--- src/rtl/sram_arb_pkg.sv ---
// Shared types and default widths for the SDRAM port arbiter.
// The arbiter, its request slots and the bench all import this package.
package sram_arb_pkg;

    localparam int AW_DEF = 25;
    localparam int DW_DEF = 8;

    typedef enum logic [1:0] {
        ST_IDLE,
        ST_ISSUE,
        ST_WAIT_RD
    } state_t;

    typedef enum logic [1:0] {
        GNT_NONE,
        GNT_IO,
        GNT_CPU,
        GNT_TAPE
    } grant_t;

endpackage

--- src/rtl/sram_arb_slot.sv ---
// One-entry request buffer: holds a single pending command until the arbiter clears it.
// A load that arrives while full, and is not paired with a clear, is dropped and flagged.
module sram_arb_slot #(
    parameter int AW = 25,
    parameter int DW = 8
) (
    input  logic          clk,
    input  logic          reset,
    input  logic          load,
    input  logic          clear,
    input  logic [AW-1:0] load_addr,
    input  logic [DW-1:0] load_data,
    input  logic          load_we,
    output logic          pending,
    output logic [AW-1:0] addr,
    output logic [DW-1:0] data,
    output logic          we,
    output logic          drop
);

    // A clear in the same cycle frees the entry, so the new load is kept.
    logic accept;
    assign accept = load && (!pending || clear);
    assign drop   = load && pending && !clear;

    always_ff @(posedge clk) begin
        if (reset) begin
            pending <= 1'b0;
            addr    <= '0;
            data    <= '0;
            we      <= 1'b0;
        end else if (accept) begin
            pending <= 1'b1;
            addr    <= load_addr;
            data    <= load_data;
            we      <= load_we;
        end else if (clear) begin
            pending <= 1'b0;
        end
    end

endmodule

--- src/rtl/sram_arbiter.sv ---
// Arbitrates the byte-wide SDRAM port between data_io downloads, the CPU and tape playback.
// Priority io > cpu > tape; tape is only granted inside Z80 refresh windows.
module sram_arbiter
    import sram_arb_pkg::*;
#(
    parameter int AW = AW_DEF,
    parameter int DW = DW_DEF
) (
    input  logic          clk,
    input  logic          reset,
    input  logic          io_wr,
    input  logic [AW-1:0] io_addr,
    input  logic [DW-1:0] io_din,
    output logic          io_busy,
    output logic          io_overrun,
    input  logic          cpu_rd,
    input  logic          cpu_we,
    input  logic [AW-1:0] cpu_addr,
    input  logic [DW-1:0] cpu_din,
    output logic [DW-1:0] cpu_dout,
    output logic          cpu_wait,
    input  logic          rfsh,
    input  logic          tape_req,
    input  logic [AW-1:0] tape_addr,
    output logic [DW-1:0] tape_dout,
    output logic          tape_valid,
    output logic [AW-1:0] mem_addr,
    output logic [DW-1:0] mem_din,
    output logic          mem_we,
    output logic          mem_rd,
    input  logic          mem_ready,
    input  logic [DW-1:0] mem_dout,
    input  logic          mem_dvalid
);

    // Handshake: mem_we/mem_rd act as valid and stay high, with mem_addr/mem_din
    // frozen, until a cycle where mem_ready is sampled high; that cycle transfers.
    state_t  state, next_state;
    grant_t  grant, next_grant;

    logic          io_pend, cpu_pend, tape_pend;
    logic [AW-1:0] io_a, cpu_a, tape_a;
    logic [DW-1:0] io_d, cpu_d, tape_d;
    logic          io_w, cpu_w, tape_w;
    logic          io_drop, cpu_drop, tape_drop;
    logic          clr_io, clr_cpu, clr_tape;
    logic          cpu_prev, cpu_rise, done;
    logic [AW-1:0] sel_addr;
    logic [DW-1:0] sel_data;
    logic          sel_we;
    logic          unused_drops;

    assign cpu_rise     = (cpu_rd || cpu_we) && !cpu_prev;
    assign unused_drops = cpu_drop | tape_drop;

    sram_arb_slot #(.AW(AW), .DW(DW)) u_io_slot (
        .clk(clk), .reset(reset), .load(io_wr), .clear(clr_io),
        .load_addr(io_addr), .load_data(io_din), .load_we(1'b1),
        .pending(io_pend), .addr(io_a), .data(io_d), .we(io_w), .drop(io_drop)
    );

    sram_arb_slot #(.AW(AW), .DW(DW)) u_cpu_slot (
        .clk(clk), .reset(reset), .load(cpu_rise), .clear(clr_cpu),
        .load_addr(cpu_addr), .load_data(cpu_din), .load_we(cpu_we),
        .pending(cpu_pend), .addr(cpu_a), .data(cpu_d), .we(cpu_w), .drop(cpu_drop)
    );

    sram_arb_slot #(.AW(AW), .DW(DW)) u_tape_slot (
        .clk(clk), .reset(reset), .load(tape_req), .clear(clr_tape),
        .load_addr(tape_addr), .load_data('0), .load_we(1'b0),
        .pending(tape_pend), .addr(tape_a), .data(tape_d), .we(tape_w), .drop(tape_drop)
    );

    always_comb begin
        next_state = state;
        next_grant = grant;
        done       = 1'b0;
        case (state)
            ST_IDLE: begin
                if (io_pend) begin
                    next_grant = GNT_IO;
                    next_state = ST_ISSUE;
                end else if (cpu_pend) begin
                    next_grant = GNT_CPU;
                    next_state = ST_ISSUE;
                end else if (tape_pend && rfsh) begin
                    next_grant = GNT_TAPE;
                    next_state = ST_ISSUE;
                end else begin
                    next_grant = GNT_NONE;
                end
            end
            ST_ISSUE: begin
                if (mem_ready) begin
                    if (mem_we) begin
                        done       = 1'b1;
                        next_grant = GNT_NONE;
                        next_state = ST_IDLE;
                    end else begin
                        next_state = ST_WAIT_RD;
                    end
                end
            end
            ST_WAIT_RD: begin
                if (mem_dvalid) begin
                    done       = 1'b1;
                    next_grant = GNT_NONE;
                    next_state = ST_IDLE;
                end
            end
            default: begin
                next_grant = GNT_NONE;
                next_state = ST_IDLE;
            end
        endcase
    end

    assign clr_io   = done && (grant == GNT_IO);
    assign clr_cpu  = done && (grant == GNT_CPU);
    assign clr_tape = done && (grant == GNT_TAPE);

    always_comb begin
        sel_addr = io_a;
        sel_data = io_d;
        sel_we   = io_w;
        case (next_grant)
            GNT_CPU: begin
                sel_addr = cpu_a;
                sel_data = cpu_d;
                sel_we   = cpu_w;
            end
            GNT_TAPE: begin
                sel_addr = tape_a;
                sel_data = tape_d;
                sel_we   = tape_w;
            end
            default: ;
        endcase
    end

    always_ff @(posedge clk) begin
        if (reset) begin
            state      <= ST_IDLE;
            grant      <= GNT_NONE;
            mem_addr   <= '0;
            mem_din    <= '0;
            mem_we     <= 1'b0;
            mem_rd     <= 1'b0;
            cpu_dout   <= '0;
            tape_dout  <= '0;
            tape_valid <= 1'b0;
            io_overrun <= 1'b0;
            cpu_prev   <= 1'b0;
        end else begin
            state      <= next_state;
            grant      <= next_grant;
            cpu_prev   <= cpu_rd || cpu_we;
            tape_valid <= 1'b0;
            if (io_drop) io_overrun <= 1'b1;
            if (state == ST_IDLE && next_state == ST_ISSUE) begin
                mem_addr <= sel_addr;
                mem_din  <= sel_data;
                mem_we   <= sel_we;
                mem_rd   <= !sel_we;
            end else if (state == ST_ISSUE && mem_ready) begin
                mem_we <= 1'b0;
                mem_rd <= 1'b0;
            end
            // Read data is routed by the grant latched at issue time.
            if (state == ST_WAIT_RD && mem_dvalid) begin
                if (grant == GNT_CPU) cpu_dout <= mem_dout;
                if (grant == GNT_TAPE) begin
                    tape_dout  <= mem_dout;
                    tape_valid <= 1'b1;
                end
            end
        end
    end

    assign io_busy  = io_pend;
    assign cpu_wait = cpu_pend || cpu_rise;

endmodule

--- config.mk ---
export PLATFORM = sky130hd
export DESIGN_NAME = sram_arbiter
export DESIGN_NICKNAME = d
export VERILOG_FILES = /design/src/rtl/sram_arb_pkg.sv /design/src/rtl/sram_arb_slot.sv /design/src/rtl/sram_arbiter.sv
export SDC_FILE = /design/constraint.sdc
export NUM_CORES = 1
export LEC_CHECK = 0
export CORE_MARGIN = 1.5
export CORE_UTILIZATION = 50
export DETAILED_ROUTE_END_ITERATION = 16
export DONT_BUFFER_PORTS = 1
export PLACE_DENSITY = 0.74
export SYNTH_ARGS = -nofsm -noshare
export SYNTH_HDL_FRONTEND = slang
export SYNTH_SLANG_ARGS = --single-unit
export TNS_END_PERCENT = 100
--- constraint.sdc ---
create_clock -name clk -period 3.8 [get_ports clk]
set_clock_uncertainty 0.1 [all_clocks]
set_input_delay 0.57 -clock clk [delete_from_list [all_inputs] [get_ports clk]]
set_output_delay 0.57 -clock clk [all_outputs]
set_load 0.02 [all_outputs]
# Word level (Yosys, flattened, before mapping)
# Index checks and enable logic that the tools add are counted.
[totals]
reg_bits = 154
in_bits = 108
output_inout_bits = 55
word_cells = 93
[classes]
n_eq_ne = 8
n_mux = 31
bitwise_logic = 1
reduce_logical = 32
[op_table]
columns = ["op", "count"]
rows = [
  ["one-hot mux 25 bit (2 select lines)", 1],
  ["two-way mux 2 bit", 12],
  ["one-hot mux 8 bit (2 select lines)", 1],
  ["logical AND 1 bit", 13],
  ["two-way mux 1 bit", 13],
  ["one-hot mux 2 bit (3 select lines)", 2],
  ["equality test 2 bit, second input constant", 5],
  ["nonzero test 2 bit", 4],
  ["equality test 2 x 1 -> 1 bit, second input constant", 3],
  ["zero test 1 bit", 6],
  ["logical OR 1 bit", 5],
  ["one-hot mux 1 bit (2 select lines)", 2],
  ["AND reduction 2 bit", 2],
  ["zero test 2 bit", 1],
  ["OR reduction 2 bit", 1],
  ["NOT 1 bit", 1],
]

# Longest topological paths before layout
[depth]
depth_word = 9
ltp_mapped = 9
depth_no_buf = 7

# By module
# Synthesis repeated with hierarchy kept, for this count alone.
[unflattened]
cells_unflattened = 911
hier_area_um2 = 8559.5
[modules_own_cells]
columns = ["mod", "n_inst", "cells_per_inst", "area_per_inst_um2", "seq_area_each_um2"]
rows = [
  ["sram_arb_slot", 3, 153, 1605.3, 700.7],
  ["sram_arbiter", 1, 452, 3743.6, 1161.1],
]

# Worst setup path after synthesis
# OpenSTA, ideal clock, no wires.
[synth_timing]
kind = "reg-to-reg"
startpoint = "register state[0]"
endpoint = "register mem_din[6]"
setup_ps = 132
arrival_ps = 1896
required_time_ps = 3568
slack_ps = 1673
stages_incl_launch_ff = 10
path_buffers = 2
period_less_slack_ps = 2127
cell_sequence = "dfxtp_1 -> inv_1 -> ha_1 -> nor2b_1 -> a211o_1 -> a211o_1 -> buf_6 -> buf_6 -> a221oi_1 -> nor3_1"
[synth_between]
elab_chain_len = 6
elab_cells_between_ends = 15
classes_between = "eq/ne (5); mux (8); reduce/logical (2)"
[synth_rtl]
columns = ["element", "line", "text"]
rows = [
  ["start, declared", "sram_arbiter.sv:38", "state_t state, next_state;"],
  ["start signal, assigned", "sram_arbiter.sv:155", "state <= next_state;"],
  ["two-way mux 2 bit", "sram_arbiter.sv:86", "end else if (tape_pend && rfsh) begin"],
  ["two-way mux 2 bit", "sram_arbiter.sv:83", "end else if (cpu_pend) begin"],
  ["two-way mux 2 bit", "sram_arbiter.sv:80", "if (io_pend) begin"],
  ["one-hot mux 2 bit (3 select lines)", "sram_arbiter.sv:78", "case (state)"],
  ["equality test 2 x 1 -> 1 bit", "sram_arbiter.sv:160", "if (state == ST_IDLE && next_state == ST_ISSUE) begin"],
  ["logical AND 1 bit", "sram_arbiter.sv:160", ""],
  ["end signal, assigned", "sram_arbiter.sv:162", "mem_din <= sel_data;"],
  ["end, declared", "sram_arbiter.sv:28", "output logic [DW-1:0] mem_din,"],
]
# Parallel ways exist; a longest one is shown, timed or not.
# A chain may end at the register's enable or synchronous reset.

# Worst setup path in the final report
[layout_timing]
startpoint = "register state[0]"
endpoint = "register mem_din[7]"
# Same word-level chain as after synthesis.

==> impl_metrics.ini <==
[placement]
dpl.hpwl_mm = 11.8
place_congestion = 0.879
io_buffers = 0

[power]
comb_power_share_pct = 13.1
sw_frac_of_total_pct = 29.1
leakagePower_nw = 2.65
internal_power_mw = 2.87
peakVddDrop_v = 0.000306
sequentialPowerShare_pct = 47.3
p_clk_share_pct = 39.5
power.switching_mw = 1.18
cellPowerDensity_nw_per_um2 = 583

[worst_setup_path]
crit_path_top_delay_cell = a211o_2
cp_top_family = compound AO/OA/AOI/OAI gates
path_class = reg2reg
worstPathMaxFanout = 62
start_kind = flip-flop
required_ps = 4000
arrival_ps = 3050
crit_buf_inv = 1
crit_path_max_incr_delay_ps = 750
path_cells = inv_1 -> ha_1 -> nor2b_1 -> a211o_1 -> a211o_2 -> a221oi_1 -> nor3_1
endpoint_kind = flip-flop

[sta]
finalCritPeriodShare_pct = 75.2
setup_viol = 0
rsz0062_at_grt = no
min_period_ps = 2860
tightest_slew_ps = 1260
hold_viol = 0
max_freq_ghz = 0.350
fin_tns_setup_ps = 0
relSlewSlack_pct = 16.3
slew_viol_final = 0
holdWs_ps = 118

[worst_hold_path]
holdCritPathClass = in2reg

[synth]
yosysTopAreaCellShare_pct = 48.2
ys_seq_elements = 154
postSynthCellCount = 766
synth_fp_nets = 878
synth_warnings = 0
synth_top_cell_by_area = dfxtp_1
syn_area_um2 = 6390
synth.area.top_cells = dfxtp_1, nand2_1, a21oi_1
synth_area_per_cell_um2 = 8.34
synth_seq_area_share_pct = 48.2
ys_types = 39

[routing]
drt-vias-per-instance = 5.67
vias = 5200
postRouteAntennaNets = 0
drt-total-wl_mm = 16.6
drtIter0Drc = 444
wl_met3_mm = 1.37
drc = 0
top_layer_used = met4
first_pass_iters = 5
wl_met1_mm = 6.27
dr_wl_met2_mm = 8.58
routedWlPerCell_um = 18.1

[global_routing]
grt_pass1_vias = 5034
globalRouteOverflowTotal = 0
grtUsageTotal_pct = 24.8
grt_max_degree = 181
antenna_found_initial = 0
grt_pass1_wl_mm = 25.4

[floorplanning]
dieArea_um2 = 13500
num_io_pins = 163
initial_core_util_pct = 50.8
die_h_um = 116
core_area_um2 = 12600
die_x_um = 116
fp-row-count = 41

[clock_network]
post_cts_buffers = 0
cts_buffers = 17
clk_latency_ps = 420
clk_pin_slew_ps = 60
cts_tree = yes
cts_sinks = 154
postCtsResizedCells = 0
cts_hold_buf = 0
root_buffer = clkbuf_16
htreeDepth = 4
cts_buffer_depth = 2

[job]
max_cap_violations = 0

[final_layout]
diodes = 0
drive_gt1_share_pct = 9.66
multiInputGateArea_um2 = 2990
area_delta_synth_final_pct = 8.58
seqCellArea_um2 = 3080
nets = 844
n_fill_cell = 1176

[run_status]
status = complete, no violations
## flip-flops by register name (all words and copies together) (netlist names), 2 cells and up
name,count
mem_addr,25
u_cpu_slot.addr,25
u_io_slot.addr,25
u_tape_slot.addr,25
cpu_dout,8
mem_din,8
tape_dout,8
u_cpu_slot.data,8
u_io_slot.data,8
grant,2
state,2
## layout make-up
class	count	area share, %
multi-input cells	545	43.1
well taps	172	3.10
repair buffers	8	0.866
inverters	6	0.325
clock buffers	21	6.78
flip-flops and latches	154	44.4
clock inverters	11	1.37
## placed cells by master, fill, tap and decap left out, types with 2 or more instances in the layout
cell type,n
buf_4,8
nand3b_1,25
o21ai_0,3
or2_2,3
clkinvlp_4,3
a221oi_1,8
o41ai_2,26
nand2_1,223
nor2_1,45
nor3_1,9
inv_1,6
a211oi_1,28
nor2b_1,3
o31a_1,3
dfxtp_1,154
ha_1,4
clkbuf_8,3
clkbuf_16,17
a21oi_1,114
o31ai_1,2
and3_1,25
nand2b_1,3
clkinv_2,5
and2_1,4
## worst reg2reg max path, cell delays in order, from the launching register on
cell	delay [ps]
dfxtp_1	420
inv_1	100
ha_1	260
nor2b_1	180
a211o_1	360
a211o_2	750
a221oi_1	460
nor3_1	110
## layer usage
layer / vias up / GRT usage [%]
met5: - / 0
met4: 0 / 10.2
met3: 27 / 9.47
met1: 2443 / 25.8
li1: 2558 / -
met2: 172 / 44.9
## stage by stage
step | instances | cell area (µm²) | utilization [%] | worst slack [ps] | power, mW
4_1_cts | 917 | 6940 | 55.2 | 982 | 4.07
2_1_floorplan | 766 | 6390 | - | 1670 | 2.39
3_3_place_gp | 885 | 6370 | 50.7 | 1210 | 2.45
6_report | 917 | 6940 | 55.2 | 944 | 4.04
3_5_place_dp | 885 | 6370 | 50.7 | 996 | 2.48
5_1_grt | 917 | 6940 | 55.2 | 770 | 4.21
## cells in the mapped netlist
cell type and number:
nand2_1 223, dfxtp_1 154, a21oi_1 114, nor2_1 46
clkbuf_1 30, a211oi_1 28, o41ai_2 26, and3_1 25
nand3b_1 25, buf_2 23, nor3_1 9, a221oi_1 8
inv_1 6, buf_6 5, and2_1 4, ha_1 4
nand2b_1 3, nor2b_1 3, o21ai_0 3, o31a_1 3
or2_2 3, a211o_1 2, buf_1 2, o31ai_1 2
a21boi_0 1, a21o_1 1, a22oi_1 1, a32oi_1 1
and4b_1 1, clkbuf_2 1, nand2_2 1, nand3_1 1
nand4_1 1, nand4b_1 1, o2111a_1 1, o21a_1 1
o21ai_2 1, o41ai_1 1, or2_1 1
## final timing paths
path                            start                  end  slack, ps  cells after the start
setup / recovery             state[0]           mem_din[7]        940                      7
hold / removal                  reset   u_cpu_slot.data[4]        120                      1
setup reg to reg             state[0]           mem_din[7]        940                      7
hold reg to reg   u_cpu_slot.addr[24]  u_cpu_slot.addr[24]        350                      2
## logic make-up after synthesis
kind of cell,synth area share [%]
and+or+nand+nor,23.8
adders and majority gates,0.783
buffers and inverters,4.99
DFF,48.2
AOI/OAI and AO/OA,22.1
## power groups by stage
| stage | Clock (mW) | Combinational, mW | Sequential, mW |
|---|---|---|---|
| finish | 1.60 | 0.530 | 1.91 |
| global route | 1.69 | 0.588 | 1.93 |
| CTS | 1.62 | 0.531 | 1.91 |
| detailed placement | 0 | 0.528 | 1.95 |
| global placement | 0 | 0.502 | 1.94 |
| floorplan | 0 | 0.484 | 1.90 |
(Power assumes the default switching activity.)
